==> src/rtl/door_input_conditioner.sv <==
// door_input_conditioner: synchronizes, debounces and pulse-shapes the door button and limit switches
module door_input_conditioner #(
  parameter int DEBOUNCE_CYCLES = 16,
  parameter int LOCKOUT_CYCLES  = 50,
  parameter int CNT_W           = 16
) (
  input  logic clk,
  input  logic rst,
  input  logic btn_raw,
  input  logic up_max_raw,
  input  logic dn_max_raw,
  output logic activate,
  output logic UP_max,
  output logic DN_max,
  output logic btn_db,
  output logic lockout
);
  typedef enum logic [1:0] {READY, LOCK, WAIT_REL} state_t;
  localparam logic [CNT_W-1:0] DB_LAST = CNT_W'(DEBOUNCE_CYCLES - 1);
  localparam logic [CNT_W-1:0] LK_LAST = CNT_W'(LOCKOUT_CYCLES - 1);
  state_t state, state_nx;
  logic btn_m, btn_s, up_m, dn_m, btn_db_q, activate_nx;
  logic [CNT_W-1:0] db_cnt, lk_cnt, lk_cnt_nx;
  // two-flop synchronizers for the three asynchronous inputs
  always_ff @(posedge clk or posedge rst)
    if (rst) {btn_m, btn_s, up_m, UP_max, dn_m, DN_max} <= '0;
    else begin
      btn_m  <= btn_raw;
      btn_s  <= btn_m;
      up_m   <= up_max_raw;
      UP_max <= up_m;
      dn_m   <= dn_max_raw;
      DN_max <= dn_m;
    end
  // debouncer: flip only after the synchronized level disagrees for DEBOUNCE_CYCLES in a row
  always_ff @(posedge clk or posedge rst)
    if (rst) begin
      btn_db   <= 1'b0;
      btn_db_q <= 1'b0;
      db_cnt   <= '0;
    end else begin
      btn_db_q <= btn_db;
      if (btn_s == btn_db) db_cnt <= '0;
      else if (db_cnt == DB_LAST) begin
        btn_db <= btn_s;
        db_cnt <= '0;
      end else db_cnt <= db_cnt + CNT_W'(1);
    end
  // pulse FSM state, lockout counter and registered outputs
  always_ff @(posedge clk or posedge rst)
    if (rst) begin
      state    <= READY;
      lk_cnt   <= '0;
      activate <= 1'b0;
      lockout  <= 1'b0;
    end else begin
      state    <= state_nx;
      lk_cnt   <= lk_cnt_nx;
      activate <= activate_nx;
      lockout  <= state_nx != READY;
    end
  // next-state: one pulse per debounced rising edge, then ignore presses for the lockout window
  always_comb begin
    state_nx    = state;
    lk_cnt_nx   = lk_cnt;
    activate_nx = 1'b0;
    case (state)
      READY:
        if (btn_db && !btn_db_q) begin
          activate_nx = 1'b1;
          lk_cnt_nx   = '0;
          state_nx    = LOCK;
        end
      LOCK:
        if (lk_cnt == LK_LAST) begin
          lk_cnt_nx = '0;
          state_nx  = btn_db ? WAIT_REL : READY;
        end else lk_cnt_nx = lk_cnt + CNT_W'(1);
      WAIT_REL: state_nx = btn_db ? WAIT_REL : READY;
      default:  state_nx = READY;
    endcase
  end
endmodule

==> config.mk <==
export PLATFORM = sky130hd
export DESIGN_NAME = door_input_conditioner
export DESIGN_NICKNAME = d
export VERILOG_FILES = /design/src/rtl/door_input_conditioner.sv
export SDC_FILE = /design/constraint.sdc
export NUM_CORES = 1
export LEC_CHECK = 0
export BUFFER_PORTS_ARGS = -buffer_cell sky130_fd_sc_hd__buf_2
export CAP_MARGIN = 20
export CORE_MARGIN = 5
export CORE_UTILIZATION = 56
export DETAILED_ROUTE_END_ITERATION = 6
export GPL_TIMING_DRIVEN = 0
export HOLD_SLACK_MARGIN = 0.06
export PLACE_DENSITY = 0.72
export REMOVE_ABC_BUFFERS = 1
export SLEW_MARGIN = 20
export SYNTH_ARGS = -nofsm -noshare
export SYNTH_HDL_FRONTEND = slang
export SYNTH_SLANG_ARGS = --single-unit
==> constraint.sdc <==
create_clock -name clk -period 3.42 [get_ports clk]
set_input_delay 0.684 -clock clk [delete_from_list [all_inputs] [get_ports clk]]
set_output_delay 0.684 -clock clk [all_outputs]
set_load 0.1 [all_outputs]
Yosys cells after proc, flatten, opt, wreduce, memory -nomap -nowiden --
Index checks and enable logic that the tools add are counted.
Word-level totals: register bits 44, input bits 5, logic and storage cells 40
Operators by class: bitwise gates (word level) 1, mux-type cells 11, $add $sub $neg 2, equal/unequal tests 6, reductions and logical operators 7
Operators with widths (count):
- two-way mux 16 bit | 4
- adder 16 x 1 -> 16 bit, second input constant | 2
- one-hot mux 16 bit (2 select lines) | 1
- == test 16 x 4 -> 1 bit, second input constant | 1
- == test 16 x 6 -> 1 bit, second input constant | 1
- two-way mux 2 bit | 3
- one-hot mux 2 bit (3 select lines) | 1
- AND reduction 2 bit | 2
- nonzero test 2 bit | 2
- == test 2 x 1 -> 1 bit, second input constant | 1
- == test 2 bit, second input constant | 1
- zero test 2 bit | 1
- two-way mux 1 bit | 2
- != test 2 bit, second input constant | 1
- == test 1 bit | 1
- logical AND 1 bit | 1
- zero test 1 bit | 1
- NOT 1 bit | 1

Logic depth before layout (Yosys ltp) --
depth in word-level cells 5, mapped depth 7, gate-level depth less buffers 6

Worst setup path before layout --
OpenSTA, ideal clock, no wires.
kind reg2reg, start register btn_db, end register lk_cnt[12], setup slack 1.523 ns, stages on the path, launching flop included 5, period minus slack after synthesis 1.897 ns, arrival time 1.776 ns, buffers on the path 0, setup time 0.121 ns, cell sequence dfrtp_1 nor2b_1 o21bai_1 a21o_1 a22o_1
On the way: longest elaborated chain between the ends 3
RTL lines:
- start, declared | RTL line 15 | output logic btn_db,
- start signal, assigned | RTL line 45 | btn_db <= btn_s;
- logical AND 1 bit | RTL line 69 | if (btn_db && !btn_db_q) begin
- != test 2 bit (no line)
- AND reduction 2 bit (no line)
- end signal, assigned | RTL line 58 | lk_cnt <= lk_cnt_nx;
- end, declared | RTL line 23 | logic [CNT_W-1:0] db_cnt, lk_cnt, lk_cnt_nx;
Every way passes these cells. A chain may end at the register's enable or synchronous reset.

Worst setup path in the final report --
start register lk_cnt[1], end register lk_cnt[12]
On the way: longest elaborated chain between the ends 3, elaborated cells on any way between the ends 4
RTL lines:
- adder 16 x 1 -> 16 bit or == test 16 x 6 -> 1 bit (tied branches) | RTL line 78, 75
- two-way mux 16 bit (*) | RTL line 75 | if (lk_cnt == LK_LAST) begin
- one-hot mux 16 bit (2 select lines) (*) | RTL line 67 | case (state)
Mark *: on every way between the ends. The rest lies on a longest branch, timed or not.

==> results.md <==
* Status: finished, final reports clean
* Fin. max-slew vios at 0
* Total instance count after detailed placement at 266
* Worst EP required at approximately 3.6 ns
* Die ar. at 5190 um2
* Initial antenna violation count at 0
* Critical path type: register to register
* Worst vdd ir at 256 uV
* Initial Util at 0.584
* Clock root cell: clkbuf_8
* Crit-path slowest cell: a41oi_4
* Fillers at 303
* Routed len/inst at 15.2 um
* Distinct cells, synth at 46
* Netlist Area Pre-Place at ~2200 um2
* Final Core Density at 0.634
* CTS buffer count at 5
* Critical Path Fanout Max at 28
* Total GRT Usage at 0.181
* Non-filler cells, final at around 270
* Synthesis-to-layout area growth at 8.48%
* Async SR Flop Fraction at 1.00
* Sequential-to-total area share from yosys stat at 0.511
* ANT cells at 0
* Final setup fails at 0
* # DRC at 0
* Initial DRC Count at 116
* DR pass1 iterations at 4
* HP Class: primary input to async pin
* Peak Freq at 436 MHz
* Hpwl dp at 3020 um
* WL final at between 4000 and 5000 um
* Dpl ws at 1.17 ns
* Setup Fix Bufs, Post-CTS at 0
* Main flop type after synthesis: dfrtp_1
* Ports at 10
* Number of routed nets with antenna violations at 0
* Worst reg2reg path depth at 6
* Post-DP Area at ~2200 um2
* Clk slew on worst S/H paths at 0.08 ns
* CP startpoint: lk_cnt[1]
* Commonest non-fill, non-tap cells in the layout: dfrtp_1, nor2_1, nand2_1, nand3_1, a31oi_1
* Worst slew pin tran at 0.824 ns
* Pin count of the biggest net entering global routing at 36
* Worst-Skew Late Latency at 0.28 ns
* Relative slew slack at 0.449
* Avg Inst Size Synth at just over 10 um2
* Endpoint type of the worst setup path: register
* Post-route minimum period at 2.29 ns
* Cell area after layout at 2340 um2
* TNS Setup at 0 ns
* Core area at 3690 um2
* Synth Warn # at 0
* Die X at roughly 70 um
* Cts hold-fix bufs at 0
* RR Endpoint: lk_cnt[12]
* Arr. time, crit path at ~2.5 ns
* Vias per inst at ~6.1
* WP buf/inv at 1
* FF+latch count, synth at 44
* Port bufs at 9
* Cell Chain, Critical Path: inv_1, ha_1, nor3b_1, a41oi_4, a21o_1, a22o_1
* Commonest non-fill, non-tap cell in the layout: dfrtp_1
* Vias in the first global route at 1,631
* Worst setup margin at 1.13 ns
* Max-cap check violation count at 0
* Clk_skew at 0.00331 ns
* Leak at around 1 nW
* Post-CTS sizing at 0
* Number of flops mapped to enable cells by yosys at 0
* Clk buf depth at 2
* CTS tree: done
* RSZ-0062 raised after global routing: false
* Die H at 72.0 um
* Htree depth at 2
* Pwr dens at about 400 nW/um2
* Levels on crit path at 6
* Startpoint types: register
* Routability Congestion at 0.841
* RR Startpoint: lk_cnt[1]
* Worst stage delay on the critical path at approximately 0.5 ns
* Vias at roughly 1,700
* Final-report hold violation count at 0
* Congestion Overflow GR at 0
* Cell class contributing the biggest share of worst-path delay: compound AO/OA/AOI/OAI gates
* Placement row count at 22
* Nets at between 200 and 250
* Synthesized instance count at 212
* Share of cells above drive strength 1 at 0.111
* Clock sinks at 44
* R2R Setup Slk at 1.13 ns
* Fin crit share at 0.671
* First-pass GRT wire length at 7470 um
[through the flow]
| step | total power, mW | hold WS, ns |
|---|---|---|
| detailed placement | 0.616 | 0.343 |
| global route | 0.964 | 0.335 |
| floorplan | 0.592 | 0.331 |
| CTS | 0.934 | 0.317 |
| finish | 0.924 | 0.321 |
| global placement | 0.608 | 0.343 |
[registers in the layout (all words and copies together), names as in the netlist]
signal / count
UP_max: 1
activate: 1
btn_s: 1
state: 2
DN_max: 1
db_cnt: 16
btn_m: 1
lockout: 1
lk_cnt: 16
dn_m: 1
up_m: 1
btn_db_q: 1
btn_db: 1
[how the worst max path moves through the flow]
stage | endpoint | slack [ns]
global route | lk_cnt[12] | 1.05
detailed placement | lk_cnt[12] | 1.17
global placement | lk_cnt[0] | 1.24
finish | lk_cnt[12] | 1.13
CTS | lk_cnt[12] | 1.16
floorplan | lk_cnt[12] | 1.52
[cell usage after synthesis, types with 2 or more instances]
cell / number / area (um2)
nand3_1: 12 / 60.1
a22o_1: 2 / 17.5
xnor2_1: 7 / 61.3
xor2_1: 8 / 70.1
dfrtp_1: 44 / 1100
a21oi_1: 8 / 40.0
nand4_1: 9 / 56.3
a31oi_1: 11 / 68.8
o21ai_1: 4 / 20.0
a21o_1: 2 / 15.0
nor3_1: 6 / 30.0
nor4_1: 6 / 37.5
nor4_2: 2 / 25.0
buf_2: 2 / 10.0
nand2_1: 19 / 71.3
and3_1: 4 / 25.0
nor2_1: 22 / 82.6
and4_1: 4 / 35.0
and2_1: 4 / 25.0
inv_1: 4 / 15.0
nand2b_1: 3 / 18.8
buf_6: 2 / 22.5
ha_1: 3 / 37.5
or2_1: 2 / 12.5
[logic make-up after synthesis]
kind of cell,count (synthesis),synth area share
flip-flops,44,0.511
buffers and inverters,9,0.0238
AND/OR/NAND/NOR,103,0.262
AO/OA/AOI/OAI,37,0.119
XOR/XNOR,15,0.0610
multiplexers,1,0.00523
adder cells (fa/ha/maj),3,0.0174
[power by group]
| group | total (mW) | leakage, nW | internal, mW | switching, mW |
|---|---|---|---|---|
| clock | 0.320 | 0.0455 | 0.165 | 0.155 |
| sequential | 0.542 | 0.598 | 0.531 | 0.0117 |
| combinational | 0.0621 | 0.345 | 0.0173 | 0.0448 |
| total | 0.924 | 0.989 | 0.713 | 0.212 |
[final cells by class]
| type | count | area (um2) | share of cell area |
|---|---|---|---|
| clock buffers | 8 | 90.1 | 0.0385 |
| inverters | 5 | 18.8 | 0.00803 |
| multi-input cells | 159 | 1000 | 0.429 |
| flip-flops and latches | 44 | 1100 | 0.471 |
| well taps | 48 | 60.1 | 0.0257 |
| repair buffers | 10 | 65.1 | 0.0278 |
[metal layers]
layer	routed length, um	GRT usage	vias up
li1	-	-	805
met1	1970	0.262	805
met2	1970	0.278	45
met3	205	0.0429	4
met4	25	0.0397	0
met5	0	0	-
(Power assumes the default switching activity.)
